==> src/rtl/mem_port_arbiter.sv <==
// mem_port_arbiter
// Shares one single-ported backing memory between the instruction-fetch port
// and the data-memory port. One requester is granted at a time; each access
// runs IDLE -> BUSY -> RESP and ends with a one-cycle registered acknowledge
// on the granted port only.
//
// Optional feature macro: ARB_TIMEOUT_EN
//   defined   : a 16-bit watchdog ends a BUSY phase after TIMEOUT_CYCLES cycles
//               without mem_ready; the ack is then returned with bus_err=1 and
//               zero read data.
//   undefined : no watchdog; BUSY waits for mem_ready indefinitely and
//               bus_err is constant 0.

module mem_port_arbiter #(
  parameter int unsigned ADDR_BITS      = 64,
  parameter int unsigned DATA_BITS      = 64,
  parameter int unsigned INSTR_BITS     = 32,
  parameter int unsigned TIMEOUT_CYCLES = 255
) (
  input  logic                  clk,
  input  logic                  reset,
  input  logic                  if_req,
  input  logic [ADDR_BITS-1:0]  if_addr,
  output logic                  if_ack,
  output logic [INSTR_BITS-1:0] if_rdata,
  input  logic                  dm_req,
  input  logic                  dm_we,
  input  logic [ADDR_BITS-1:0]  dm_addr,
  input  logic [2:0]            dm_funct3,
  input  logic [DATA_BITS-1:0]  dm_wdata,
  output logic                  dm_ack,
  output logic [DATA_BITS-1:0]  dm_rdata,
  output logic                  bus_err,
  output logic                  mem_req,
  output logic                  mem_we,
  output logic [ADDR_BITS-1:0]  mem_addr,
  output logic [2:0]            mem_funct3,
  output logic [DATA_BITS-1:0]  mem_wdata,
  input  logic                  mem_ready,
  input  logic [DATA_BITS-1:0]  mem_rdata
);

  typedef enum logic [1:0] {
    ST_IDLE = 2'd0,
    ST_BUSY = 2'd1,
    ST_RESP = 2'd2
  } state_t;

  // last_grant encoding: 0 = fetch port, 1 = data port
  localparam logic GRANT_IF = 1'b0;
  localparam logic GRANT_DM = 1'b1;

  // Elaboration-time guard on the watchdog range (16-bit counter)
  if (TIMEOUT_CYCLES < 1 || TIMEOUT_CYCLES > 65535) begin : g_bad_timeout
    $error("mem_port_arbiter: TIMEOUT_CYCLES must be in 1..65535");
  end

  state_t                 state_r;
  state_t                 state_next_s;
  logic                   grant_s;
  logic                   grant_dm_s;
  logic                   complete_s;
  logic                   timeout_s;
  logic                   wd_expired_s;
  logic                   last_grant_r;
  logic                   mem_req_r;
  logic                   mem_we_r;
  logic [ADDR_BITS-1:0]   mem_addr_r;
  logic [2:0]             mem_funct3_r;
  logic [DATA_BITS-1:0]   mem_wdata_r;
  logic [DATA_BITS-1:0]   rdata_q_r;
  logic                   if_ack_r;
  logic                   dm_ack_r;
  logic                   bus_err_r;

`ifdef ARB_TIMEOUT_EN
  localparam logic [15:0] WD_LIMIT = 16'(TIMEOUT_CYCLES - 1);
  logic [15:0] wd_cnt_r;

  // Watchdog: cleared on grant, counts each BUSY cycle
  always_ff @(posedge clk) begin
    if (reset) begin
      wd_cnt_r <= 16'd0;
    end else if (grant_s) begin
      wd_cnt_r <= 16'd0;
    end else if (state_r == ST_BUSY) begin
      wd_cnt_r <= wd_cnt_r + 16'd1;
    end else begin
      wd_cnt_r <= wd_cnt_r;
    end
  end

  // Expires in the TIMEOUT_CYCLES-th BUSY cycle (count starts at 0)
  assign wd_expired_s = (state_r == ST_BUSY) && (wd_cnt_r == WD_LIMIT);
`else
  assign wd_expired_s = 1'b0;
`endif

  // Next-state, arbitration and completion decode
  always_comb begin
    state_next_s = state_r;
    grant_s      = 1'b0;
    grant_dm_s   = 1'b0;
    complete_s   = 1'b0;
    timeout_s    = 1'b0;
    case (state_r)
      ST_IDLE: begin
        if (if_req && dm_req) begin
          // Contention: the port that did not win last time goes first
          grant_s    = 1'b1;
          grant_dm_s = (last_grant_r == GRANT_IF);
        end else if (dm_req) begin
          grant_s    = 1'b1;
          grant_dm_s = 1'b1;
        end else if (if_req) begin
          grant_s    = 1'b1;
          grant_dm_s = 1'b0;
        end else begin
          grant_s    = 1'b0;
          grant_dm_s = 1'b0;
        end
        if (grant_s) begin
          state_next_s = ST_BUSY;
        end else begin
          state_next_s = ST_IDLE;
        end
      end
      ST_BUSY: begin
        // A real completion in the limit cycle beats the watchdog
        if (mem_ready) begin
          complete_s   = 1'b1;
          state_next_s = ST_RESP;
        end else if (wd_expired_s) begin
          timeout_s    = 1'b1;
          state_next_s = ST_RESP;
        end else begin
          state_next_s = ST_BUSY;
        end
      end
      ST_RESP: begin
        state_next_s = ST_IDLE;
      end
      default: begin
        state_next_s = ST_IDLE;
      end
    endcase
  end

  // State register
  always_ff @(posedge clk) begin
    if (reset) begin
      state_r <= ST_IDLE;
    end else begin
      state_r <= state_next_s;
    end
  end

  // Command latch and grant history, loaded only at grant
  always_ff @(posedge clk) begin
    if (reset) begin
      last_grant_r <= GRANT_IF;
      mem_we_r     <= 1'b0;
      mem_addr_r   <= {ADDR_BITS{1'b0}};
      mem_funct3_r <= 3'b000;
      mem_wdata_r  <= {DATA_BITS{1'b0}};
    end else if (grant_s) begin
      last_grant_r <= grant_dm_s;
      mem_we_r     <= grant_dm_s & dm_we;
      mem_addr_r   <= grant_dm_s ? dm_addr : if_addr;
      mem_funct3_r <= grant_dm_s ? dm_funct3 : 3'b000;
      mem_wdata_r  <= grant_dm_s ? dm_wdata : {DATA_BITS{1'b0}};
    end
  end

  // Memory request flag: raised on grant, dropped when BUSY ends
  always_ff @(posedge clk) begin
    if (reset) begin
      mem_req_r <= 1'b0;
    end else if (grant_s) begin
      mem_req_r <= 1'b1;
    end else if (complete_s || timeout_s) begin
      mem_req_r <= 1'b0;
    end
  end

  // Read-data capture; a timed-out access returns zero
  always_ff @(posedge clk) begin
    if (reset) begin
      rdata_q_r <= {DATA_BITS{1'b0}};
    end else if (complete_s) begin
      rdata_q_r <= mem_rdata;
    end else if (timeout_s) begin
      rdata_q_r <= {DATA_BITS{1'b0}};
    end
  end

  // Registered ack/error pulses, high for the single RESP cycle
  always_ff @(posedge clk) begin
    if (reset) begin
      if_ack_r  <= 1'b0;
      dm_ack_r  <= 1'b0;
      bus_err_r <= 1'b0;
    end else begin
      if_ack_r  <= (complete_s || timeout_s) && (last_grant_r == GRANT_IF);
      dm_ack_r  <= (complete_s || timeout_s) && (last_grant_r == GRANT_DM);
      bus_err_r <= timeout_s;
    end
  end

  assign if_ack     = if_ack_r;
  assign dm_ack     = dm_ack_r;
  assign if_rdata   = rdata_q_r[INSTR_BITS-1:0];
  assign dm_rdata   = rdata_q_r;
  assign bus_err    = bus_err_r;
  assign mem_req    = mem_req_r;
  assign mem_we     = mem_we_r;
  assign mem_addr   = mem_addr_r;
  assign mem_funct3 = mem_funct3_r;
  assign mem_wdata  = mem_wdata_r;

endmodule

==> config.mk <==
export PLATFORM = sky130hd
export DESIGN_NAME = mem_port_arbiter
export DESIGN_NICKNAME = d
export VERILOG_FILES = /design/src/rtl/mem_port_arbiter.sv
export SDC_FILE = /design/constraint.sdc
export NUM_CORES = 1
export LEC_CHECK = 0
export BUFFER_PORTS_ARGS = -buffer_cell sky130_fd_sc_hd__buf_2
export CAP_MARGIN = 20
export CORE_AREA = 2 2 195 197
export CTS_CLUSTER_SIZE = 16
export DETAILED_ROUTE_END_ITERATION = 8
export DIE_AREA = 0 0 197 199
export SLEW_MARGIN = 20
export SYNTH_ARGS = -nofsm -noshare
export SYNTH_HDL_FRONTEND = slang
export SYNTH_SLANG_ARGS = --single-unit
==> constraint.sdc <==
create_clock -name clk -period 1.9 [get_ports clk]
set_clock_uncertainty 0.2 [all_clocks]
set_input_delay 0.095 -clock clk [delete_from_list [all_inputs] [get_ports clk]]
set_output_delay 0.095 -clock clk [all_outputs]
set_load 0.02 [all_outputs]
## Word level (Yosys, flattened, before mapping)

Cells that the tools add are included.

- Reductions and logical operators: 5
- Mux-type cells: 19
- Bitwise gates (word level): 2
- Equal/unequal tests: 1

Operators by type and width:

| kind | count |
|---|---|
| $mux W64 | 3 |
| $mux W1 | 13 |
| $pmux W2 S2 | 1 |
| $logic_and A1 B1 Y1 | 3 |
| $mux W3 | 1 |
| $eq A2 B1 Y1 const B | 1 |
| $logic_not A2 Y1 | 1 |
| $mux W2 | 1 |
| $reduce_bool A2 Y1 | 1 |
| $and A1 B1 Y1 | 1 |
| $not A1 Y1 | 1 |

- Logic and storage cells: 37
- Register bits: 202
- Bits of input ports: 265

## Longest topological paths before layout

Gate-level depths: netlist of the first run.

- Word-level depth: 6
- Depth in mapped cells: 6
- Depth with buffers taken out: 3

## Worst setup path before layout of the first run

No wires, ideal clock.

- Kind: reg-to-reg
- Start: register state_r[0]
- End: register mem_addr_r[44] (netlist: mem_addr[44])
- Period minus slack after synthesis: 1.661 ns
- Buffers on the path: 2
- Setup slack: 0.239 ns
- Cell stages (with the launch flop): 6
- Library setup time: 0.091 ns
- Arrival time: 1.370 ns
- Path through: dfxtp_1 a211oi_2 buf_2 buf_4 nand3_1 a311oi_1

- Longest elaborated chain between the ends: 3
- Elaborated cells on any way between the ends: 4

RTL lines:

| element | line | RTL |
|---|---|---|
| start, declared | 58 | `state_t state_r;` |
| start signal, assigned | 154 | `state_r <= state_next_s;` |
| $logic_not A2 Y1 * | 106 | `case (state_r)` |
| $mux W1 | 106 |  |
| $mux W64 | 169 | `mem_addr_r <= grant_dm_s ? dm_addr : if_addr;` |
| end signal, assigned | 163 | `mem_addr_r <= {ADDR_BITS{1'b0}};` |
| end signal, assigned | 169 |  |
| end, declared | 68 | `logic [ADDR_BITS-1:0] mem_addr_r;` |

Mark *: on every way between the ends. The rest lies on a longest branch, timed or not.
A chain may end at the register's enable or synchronous reset.

## Final worst setup path of the first run

- Start: register last_grant_r
- End: register mem_addr_r[21] (netlist: mem_addr[21])

- Longest elaborated chain between the ends: 4

RTL lines:

| element | line | RTL |
|---|---|---|
| start, declared | 65 | `logic last_grant_r;` |
| start signal, assigned | 167 | `last_grant_r <= grant_dm_s;` |
| $not A1 Y1 | 111 | `grant_dm_s = (last_grant_r == GRANT_IF);` |
| $mux W1 | 108 | `if (if_req && dm_req) begin` |
| $mux W1 | 106 |  |
| $mux W64 | 169 |  |

No other way between the ends.

==> impl_metrics.py, run 1 <==
metrics = {
    "run_status": {
        "outcome": "complete, no violations",
    },
    "synth": {
        "synth_top_area_frac": 0.492,
        "synthTopCellsByCount": "202 x dfxtp_1, 199 x a21oi_1, 132 x nand3_1, 132 x o21ai_0, 131 x nand2_1",
        "synth-seq-cells": 202,
        "synth_area_per_cell_um2": 8.05,
        "yosys.area.top_type": "dfxtp_1",
        "syn_inst": 1021,
        "synth.most_common_cell": "dfxtp_1",
        "seq_area_frac_synth": 0.492,
        "syn_nets": 1286,
        "synth_flop_cell": "dfxtp_1",
        "synth_edf_count": 0,
        "synth_cell_type_count": 25,
        "ys_top_cells_by_area": "dfxtp_1 49%, a21oi_1 12%, nand3_1 8.0%, o21ai_0 8.0%, a311oi_1 6.8%",
        "async_reset_ff_frac": 0,
        "ys.warnings.count": 0,
        "netlist_area_um2": 8210,
    },
    "critical_path": {
        "startpoint_type": "flip-flop",
        "crit_chain": "a211oi_4, buf_4, buf_12, buf_12, nand3_1, a311oi_2",
        "r2r_slack_ns": 0.04,
        "reg2regPathDepth": 6,
        "timing.critical_path.max_delay_family": "compound AO/OA/AOI/OAI gates",
        "reg2reg_to": "mem_addr[21]",
        "cpMaxStageDelayCell": "dfxtp_2",
        "crit_top_cell": "buf_12",
        "crit_path_max_incr_delay_ns": 0.37,
        "worst_ep_arrival_time_ns": 2.10,
        "crit_type": "flip-flop to flip-flop",
        "cp_max_fo": 19,
        "required_ns": 2.13,
        "endpoint_kind": "flip-flop",
        "path_buf_inv": 3,
        "worstReg2RegStart": "last_grant_r",
    },
    "floorplanning": {
        "fp.dieH_um": 199,
        "rows": 71,
        "die_w_um": 197,
        "coreArea_um2": 37100,
        "die_area_um2": 39200,
        "io_pins": 497,
        "initial_core_util": 0.221,
    },
    "sta": {
        "fmax_mhz": 537,
        "fin_tns_setup_ns": 0,
        "hold_violations": 0,
        "finalCriticalPeriod_ns": 1.86,
        "slew_viol_final": 0,
        "finalSetupViolations": 0,
        "timing.final.crit_share": 0.980,
    },
    "global_route": {
        "track_usage": 0.177,
        "grt_max_degree": 83,
        "antenna_found_initial": 3,
        "gr-total-overflow": 0,
        "grt_pass1_vias": 10220,
        "grt_first_pass_wirelength_um": 55500,
    },
    "detailed_routing": {
        "top_layer": "met5",
        "ant_nets": 0,
        "wl_per_cell_um": 17.3,
        "wl_met1_um": 14200,
        "vias_per_cell": 4.88,
        "via_count": 10693,
        "met3_wirelength_um": 3080,
        "wirelength_um": 37800,
        "firstDrtPassIters": 6,
        "dr.first_iter.drc_count": 821,
        "dr_wl_met2_um": 18400,
        "drcViolationCount": 0,
    },
    "clocking": {
        "cts.sinks": 202,
        "cts_tree": "yes",
        "path_clk_slew_ns": 0.06,
        "root_buffer": "clkbuf_16",
        "numCtsBuffers": 25,
        "cts_buffer_depth": 3,
        "clock_latency_ns": 0.54,
        "htreeDepth": 1,
    },
    "run": {
        "max-cap-violations": 0,
    },
    "final_layout": {
        "fill_cells": 3584,
        "fin_area_um2": 14700,
        "nNetsFinal": 1962,
        "final_util": 0.395,
        "area_delta_synth_final_pct": 78.7,
        "drive_gt1_frac": 0.344,
        "final_cells": 2190,
    },
    "power_and_ir_drop": {
        "p_leak_nw": 6.47,
        "ir_drop_mv": 0.634,
        "powerDensity_nw_per_um2": 868,
    },
    "place": {
        "placed_area_um2": 11100,
        "detailed_place_hpwl_um": 22900,
        "gp_congestion": 0.854,
        "place_inst": 1876,
        "numPortBuffers": 495,
    },
    "hold_path": {
        "hold_class": "primary input to flip-flop",
        "hold_path_depth": 4,
        "holdPathEnd": "dm_rdata[42]",
        "min-delay-start": "mem_rdata[42]",
    },
}
==> cells in the final DEF (no fill, tap or decap), types with 2 or more instances in the layout <==
cell type      count
or2_2              2
buf_4             16
buf_12            19
a311oi_2           6
a21oi_1          199
buf_2            493
nand2_1          131
dfxtp_2            2
clkinv_2           2
bufinv_16          2
nand3_1          132
clkbuf_1           3
clkbuf_8           8
clkbuf_16         26
inv_6              3
o21ai_0          132
nor2_4             3
dlygate4sd3_1    264
a311oi_1          58
dfxtp_1          200
diode_2            2
==> stage by stage <==
step | power (mW) | hold slack, ns | setup slack (ns)
global placement | 7.33 | 0.136 | 0.132
floorplan | 6.24 | 0.0310 | 0.239
finish | 12.7 | 0.138 | 0.0373
global route | 13.3 | 0.133 | -0.0147
detailed placement | 7.36 | 0.143 | 0.0960
CTS | 12.8 | 0.119 | 0.0712
==> metal layers <==
metal,vias to the layer above,track usage
met3,146,0.0431
met1,4923,0.200
met4,2,0.102
met5,-,0
li1,4975,-
met2,647,0.306
==> state kept, by name, summed over array words and instances, names as in the netlist, 2 cells and up <==
signal	cells
mem_wdata	64
mem_funct3	3
mem_addr	64
state_r	2
dm_rdata	64
==> repair_timing <==
action                     4_1_cts  5_1_grt
hold endpoints to repair       201        0
buffers inserted                 0        3
gates resized for setup          0        8
hold buffers                   264        0
setup endpoints to repair        0       26
==> worst max-delay path by stage <==
| stage | startpoint | end | slack, ns | depth (start not counted) |
|---|---|---|---|---|
| global route | last_grant_r | mem_addr[3] | -0.01 | 6 |
| finish | last_grant_r | mem_addr[21] | 0.04 | 6 |
| global placement | last_grant_r | mem_addr[47] | 0.13 | 5 |
| detailed placement | last_grant_r | mem_addr[8] | 0.1 | 5 |
| floorplan | state_r[0] | mem_addr[44] | 0.24 | 5 |
| CTS | state_r[0] | mem_addr[8] | 0.07 | 5 |
==> power by group <==
| group | internal, mW | leakage, nW | switching [mW] | total [mW] |
|---|---|---|---|---|
| clock | 3.00 | 0.419 | 1.94 | 4.94 |
| combinational | 1.31 | 4.40 | 1.75 | 3.06 |
| sequential | 4.57 | 1.66 | 0.183 | 4.75 |
==> final cells by class <==
| type | count | area, um^2 | area share |
|---|---|---|---|
| antenna | 2 | 5.00 | 0.000341 |
| clock buffer | 36 | 747 | 0.0509 |
| clock inverter | 8 | 104 | 0.00707 |
| inverter | 1 | 3.75 | 0.000256 |
| multi-input combinational | 673 | 3530 | 0.241 |
| sequential | 202 | 4050 | 0.276 |
| tap | 474 | 593 | 0.0404 |
| timing repair buffer | 794 | 5650 | 0.385 |
==> worst reg2reg max path: cells and delay by family (launching register included) <==
kind	cells	cell delay [ns]
simple gates	1	0.12
compound gates	2	0.61
buf+inv	3	0.47
flops	1	0.37
==> cell families (layout without fill, tap and decap cells) <==
| kind of cell | after synthesis | after routing | share of synthesized area |
|---|---|---|---|
| buffers and inverters | 146 | 839 | 0.0848 |
| AND/OR/NAND/NOR | 274 | 274 | 0.149 |
| flip-flops | 202 | 202 | 0.492 |
| other | 1 | 3 | 0.000457 |
| AO/OA/AOI/OAI | 398 | 398 | 0.273 |
Power figures use the tool's default switching activity.
==> inputs of run 2 (changes only) <==
- CORE_AREA: 2 2 195 197 -> 2 2 193 195
- DIE_AREA: 0 0 197 199 -> 0 0 195 197
- SETUP_SLACK_MARGIN: unset -> 0.5
- SLEW_MARGIN: 20 -> 10
- clock period: 1.9 -> 1.5 ns (I/O delays scaled with it)
==> run 2 against run 1 <==
  * The flow now finishes with violations (hold timing, setup timing)
  * Utilization rose by 4.4 points
  * Clock power rose by 19%
  * Global-route usage increased by 0.83 points
  * Clock-buffer cell count is 1 lower
  * Worst setup slack got worse by 0.28 ns
  * Final cell count up 1.4%
  * Register-to-register slack worse by 0.28 ns
  * Hold slack lost 0.49 ns
  * Critical path depth decreased by 1
  * Combinational power increased by 55%
  * Power is 31% higher
  * Non-clock buffer count increased by 42
  * Largest cell class unchanged
  * Largest power group is now sequential cells
==> impl_metrics.py, run 2 (same netlist as run 1, synthesis figures left out) <==
metrics = {
    "run_status": {
        "outcome": "finished with violations",
        "violations": "hold timing, setup timing",
    },
    "critical_path": {
        "required_ns": 1.72,
        "reg2regPathDepth": 5,
        "cp_max_fo": 24,
        "startpoint_type": "flip-flop",
        "r2r_slack_ns": -0.24,
        "cpMaxStageDelayCell": "dfxtp_4",
        "crit_chain": "a211oi_4, buf_6, buf_12, nand3_1, a311oi_1",
        "reg2reg_to": "mem_addr[32]",
        "crit_type": "flip-flop to flip-flop",
        "worstReg2RegStart": "state_r[1]",
        "endpoint_kind": "flip-flop",
        "worst_ep_arrival_time_ns": 1.96,
        "crit_path_max_incr_delay_ns": 0.37,
    },
    "final_layout": {
        "antenna-diode-count": 0,
        "nNetsFinal": 2003,
        "area_delta_synth_final_pct": 93.8,
        "final_cells": 2221,
        "final_util": 0.439,
        "final_common_cell": "buf_2",
        "fill_cells": 3362,
        "drive_gt1_frac": 0.421,
        "final_cell_mix": "493 x buf_2, 259 x dlygate4sd3_1, 199 x dfxtp_1",
    },
    "detailed_routing": {
        "vias_per_cell": 4.95,
        "ant_nets": 0,
        "drcViolationCount": 0,
        "wl_per_cell_um": 18.9,
        "dr.first_iter.drc_count": 736,
        "wirelength_um": 41900,
        "firstDrtPassIters": 4,
        "via_count": 10994,
    },
    "clocking": {
        "htreeDepth": 1,
        "path_clk_slew_ns": 0.06,
        "clock_latency_ns": 0.52,
        "numCtsBuffers": 24,
        "cts_hold_buf": 259,
        "cts_buffer_depth": 3,
        "root_buffer": "clkbuf_16",
        "cts.sinks": 202,
        "cts_tree": "yes",
    },
    "power_and_ir_drop": {
        "p_leak_nw": 6.96,
        "ir_drop_mv": 0.671,
        "powerDensity_nw_per_um2": 1050,
        "power.total_mw": 16.7,
    },
    "hold_path": {
        "min-delay-start": "reset",
        "hold_class": "primary input to flip-flop",
        "holdPathEnd": "dm_rdata[63]",
        "hold_path_depth": 2,
    },
    "floorplanning": {
        "die_w_um": 195,
        "rows": 70,
        "die_area_um2": 38400,
        "coreArea_um2": 36300,
        "fp.dieH_um": 197,
        "initial_core_util": 0.227,
        "io_pins": 497,
    },
    "global_route": {
        "grt_max_degree": 97,
        "antenna_found_initial": 0,
        "track_usage": 0.185,
        "gr-total-overflow": 0,
        "gr-usage-met2": 0.321,
        "grt-busiest-layer": "met2",
        "use_met1": 0.214,
        "grt_first_pass_wirelength_um": 57500,
        "use_met3": 0.0462,
        "grt_pass1_vias": 10571,
    },
    "place": {
        "preCtsSetupSlack_ns": -0.252,
        "detailed_place_hpwl_um": 23000,
        "gp_congestion": 0.846,
        "numPortBuffers": 495,
        "place_inst": 1882,
    },
    "sta": {
        "finalSetupViolations": 195,
        "hold_violations": 140,
        "timing.final.crit_share": 1.16,
        "rsz0062_at_grt": "yes",
        "fin_hold_ws_ns": -0.350,
        "finalWorstSetupSlack_ns": -0.239,
        "finalCriticalPeriod_ns": 1.74,
        "fmax_mhz": 575,
        "slew_viol_final": 0,
    },
    "run": {
        "max-cap-violations": 0,
    },
}
==> run 2: cell types whose count changed in the layout (fill, tap and decap cells not counted), sizes merged <==
cell	change
buf	+32
dlygate4sd3	-5
clkinvlp	-1
clkinv	+3
bufinv	-1
inv	-3
bufbuf	+1
clkbuf	+13
diode	-2
==> run 2: metal layers <==
metal,share of wire,vias to the layer above
li1,-,5065
met1,0.37,5154
met3,0.088,127
met4,0.050,0
met5,0,-
met2,0.49,648
==> run 2: metrics by stage <==
| step | hold slack [ns] | cell area [um^2] | TNS (ns) |
|---|---|---|---|
| global route | -0.360 | 15900 | -33.94 |
| global placement | 0.116 | 11200 | -17.42 |
| floorplan | 0.0110 | 8320 | -6.98 |
| CTS | -0.371 | 15000 | -16.08 |
| finish | -0.350 | 15900 | -21.95 |
| detailed placement | 0.122 | 11200 | -24.44 |
==> run 2: where the power goes <==
group / switching [mW] / total, mW / internal (mW)
registers: 0.242 / 6.03 / 5.78
logic: 2.55 / 4.75 / 2.19
clock network: 2.37 / 5.90 / 3.53
==> run 2: worst max-delay path by stage <==
stage	startpoint	to	cells past startpoint
2_1_floorplan	state_r[1]	mem_addr[41]	6
3_3_place_gp	state_r[1]	last_grant_r	4
3_5_place_dp	last_grant_r	mem_addr[10]	4
4_1_cts	last_grant_r	mem_wdata[39]	6
5_1_grt	state_r[1]	mem_addr[27]	5
6_report	state_r[1]	mem_addr[32]	5
==> run 2: layout make-up <==
class                   instances  area, um^2  share of cell area
clock buffers                  35         733              0.0461
flip-flops and latches        202        4050               0.255
repair buffers                836        6510               0.409
well taps                     468         586              0.0368
multi-input cells             673        3980               0.250
inverters                       1        3.75            0.000236
clock inverters                 6        58.8             0.00369
==> run 2: what timing repair did <==
action	4_1_cts	5_1_grt
pin swaps	23	36
gates resized for setup	56	126
hold endpoints to repair	202	159
cloned	8	19
setup endpoints to repair	433	433
buffers inserted	7	5
==> run 2: critical path: cells and delay by family (launching register included) <==
| family | cells | cell delay [ns] |
|---|---|---|
| AO/OA/AOI/OAI | 2 | 0.58 |
| buffers and inverters | 2 | 0.38 |
| flip-flops | 1 | 0.37 |
| AND/OR/NAND/NOR | 1 | 0.11 |
==> inputs of run 3 (changes only) <==
- ABC_AREA: unset -> 1
- CORE_AREA: 2 2 193 195 -> 2 2 192 194
- DIE_AREA: 0 0 195 197 -> 0 0 194 196
==> run 3 against run 2 <==
  * The flow still finishes with violations (hold timing, setup timing)
  * Sequential power about the same
  * Final cell count up 10%
  * Flip-flop and latch count did not move
  * Synthesized cell count increased by 19%
  * Global-route usage rose by 1.8 points
  * Via count up 11%
  * Critical endpoint is now mem_addr[29]
  * Largest cell class unchanged
==> impl_metrics.py, run 3 <==
metrics = {
    "clocking": {
        "cts_buffer_depth": 3,
        "path_clk_slew_ns": 0.06,
        "htreeDepth": 1,
        "numCtsBuffers": 25,
        "clock_latency_ns": 0.55,
        "cts_hold_buf": 262,
        "cts_tree": "yes",
        "cts.sinks": 202,
        "root_buffer": "clkbuf_16",
    },
    "hold_path": {
        "hold_class": "primary input to flip-flop",
        "min-delay-start": "dm_req",
    },
    "synth": {
        "netlist_area_um2": 8900,
        "synth_flop_cell": "dfxtp_1",
        "synth_edf_count": 0,
        "synth.most_common_cell": "nand2_1",
        "synth_cell_type_count": 19,
        "syn_nets": 1482,
        "synth-seq-cells": 202,
        "ys.warnings.count": 0,
        "synth_top_area_frac": 0.454,
        "ys_top_cells_by_area": "dfxtp_1 45%, nand4_1 14%, a21oi_1 11%, nand2_1 11%, inv_1 5.4%",
        "async_reset_ff_frac": 0,
        "synthTopCellsByCount": "262 x nand2_1, 202 x dfxtp_1, 199 x a21oi_1",
        "synth_area_per_cell_um2": 7.31,
        "seq_area_frac_synth": 0.454,
        "syn_inst": 1217,
        "yosys.area.top_type": "dfxtp_1",
    },
    "floorplanning": {
        "die_w_um": 194,
        "io_pins": 497,
        "initial_core_util": 0.247,
        "rows": 70,
        "coreArea_um2": 36100,
        "fp.dieH_um": 196,
        "die_area_um2": 38000,
    },
    "global_route": {
        "grt_first_pass_wirelength_um": 62900,
        "gr-total-overflow": 0,
        "track_usage": 0.204,
        "grt_max_degree": 74,
        "antenna_found_initial": 1,
        "grt_pass1_vias": 11649,
    },
    "critical_path": {
        "crit_path_max_incr_delay_ns": 0.33,
        "startpoint_type": "flip-flop",
        "critPathLaunch": "state_r[1]",
        "timing.critical_path.max_delay_family": "simple AND/OR/NAND/NOR gates",
        "worstReg2RegStart": "state_r[1]",
        "endpoint_kind": "flip-flop",
        "cp_max_fo": 37,
        "crit_type": "flip-flop to flip-flop",
        "worst_ep_arrival_time_ns": 1.83,
        "path_buf_inv": 3,
        "cpMaxStageDelayCell": "dfxtp_2",
        "crit_chain": "nor2_4, buf_12, nand3_4, buf_12, nand2_1, nand3_2, nand2_1, inv_1",
        "required_ns": 1.74,
    },
    "sta": {
        "fmax_mhz": 628,
        "finalCriticalPeriod_ns": 1.59,
        "hold_violations": 34,
        "timing.final.crit_share": 1.06,
        "rsz0062_at_grt": "yes",
        "finalWorstSetupSlack_ns": -0.0911,
        "fin_tns_setup_ns": -2.47,
        "finalSetupViolations": 101,
        "slew_viol_final": 0,
        "fin_hold_ws_ns": -0.0598,
    },
    "power_and_ir_drop": {
        "powerDensity_nw_per_um2": 990,
        "p_leak_nw": 8.20,
        "ir_drop_mv": 0.973,
        "power.total_mw": 17.0,
        "switching_power_mw": 5.45,
        "swShare": 0.321,
        "clkPwrFrac": 0.350,
        "comb_power_share": 0.294,
        "p_seq_frac": 0.356,
        "internal_power_mw": 11.5,
    },
    "final_layout": {
        "final_common_cell": "buf_2",
        "final_util": 0.476,
        "area_delta_synth_final_pct": 92.7,
        "drive_gt1_frac": 0.395,
        "final_cell_mix": "432 x buf_2, 262 x dlygate4sd3_1, 230 x nand2_1",
        "nNetsFinal": 2227,
        "fin_area_um2": 17200,
    },
    "detailed_routing": {
        "wl_per_cell_um": 18.3,
        "wirelength_um": 44800,
        "ant_nets": 0,
        "drcViolationCount": 0,
        "via_count": 12153,
        "vias_per_cell": 4.96,
        "firstDrtPassIters": 5,
        "dr.first_iter.drc_count": 750,
    },
    "run_status": {
        "outcome": "finished with violations",
        "violations": "hold timing, setup timing",
    },
    "run": {
        "max-cap-violations": 0,
    },
    "place": {
        "placed_area_um2": 12000,
        "detailed_place_hpwl_um": 25300,
        "numPortBuffers": 495,
        "gp_congestion": 0.855,
    },
}
[run 3: area by class of cell]
cell class                      count  area (um^2)
Tap cell                          468          586
Fill cell                        3180        18900
Clock buffer                       34          689
Sequential cell                   202         4130
Antenna cell                        2         5.00
Clock inverter                     11          106
Timing Repair Buffer              872         7190
Multi-Input combinational cell    731         3940
Inverter                          130          508
[run 3: routing by layer]
metal / up-vias / routed length, um / global-route usage
li1: 5588 / - / -
met1: 5619 / 16500 / 0.229
met3: 168 / 3560 / 0.0414
met4: 0 / 2330 / 0.102
met5: - / 0 / 0
met2: 778 / 22400 / 0.366
[run 3: cells by family (layout without fill, tap and decap cells)]
family,count (synthesis),count (layout),share of synthesized area
compound gates,200,200,0.112
simple gates,530,530,0.289
other cells,1,3,0.000421
buf+inv,284,1047,0.143
flops,202,202,0.454
[run 3: final timing paths]
| path | end | slack [ns] | depth (start not counted) |
|---|---|---|---|
| max | mem_addr[29] | -0.09 | 8 |
| min | mem_wdata[9] | -0.06 | 4 |
| max reg2reg | mem_addr[29] | -0.09 | 8 |
| min reg2reg | mem_req | 0.25 | 2 |
[run 3: what timing repair did]
item | CTS | global route
buffers inserted | 10 | 25
endpoints found under the setup margin | 433 | 433
pin swaps | 28 | 41
cloned | 10 | 9
endpoints found under the hold margin | 202 | 44
gates resized for setup | 112 | 210
[run 3: power groups by stage]
stage | clock network, mW | logic [mW] | registers, mW
final | 5.95 | 4.99 | 6.06
after global routing | 6.27 | 5.30 | 6.09
after CTS | 6.05 | 4.48 | 6.02
after detailed placement | 0 | 3.54 | 6.12
after global placement | 0 | 3.53 | 6.10
after floorplan | 0 | 1.64 | 6.60
[run 3: stage by stage]
step	instances	setup WS [ns]
global route	2449	-0.159
detailed placement	2087	-0.0899
finish	2450	-0.0911
global placement	2087	-0.0980
CTS	2414	-0.0715
floorplan	1217	0.0955
[run 3: worst min-delay path, delay by kind of cell]
family	cells	cell delay [ns]
and+or+nand+nor	1	0.13
AOI/OAI and AO/OA	1	0.05
buffers and inverters	2	0.36
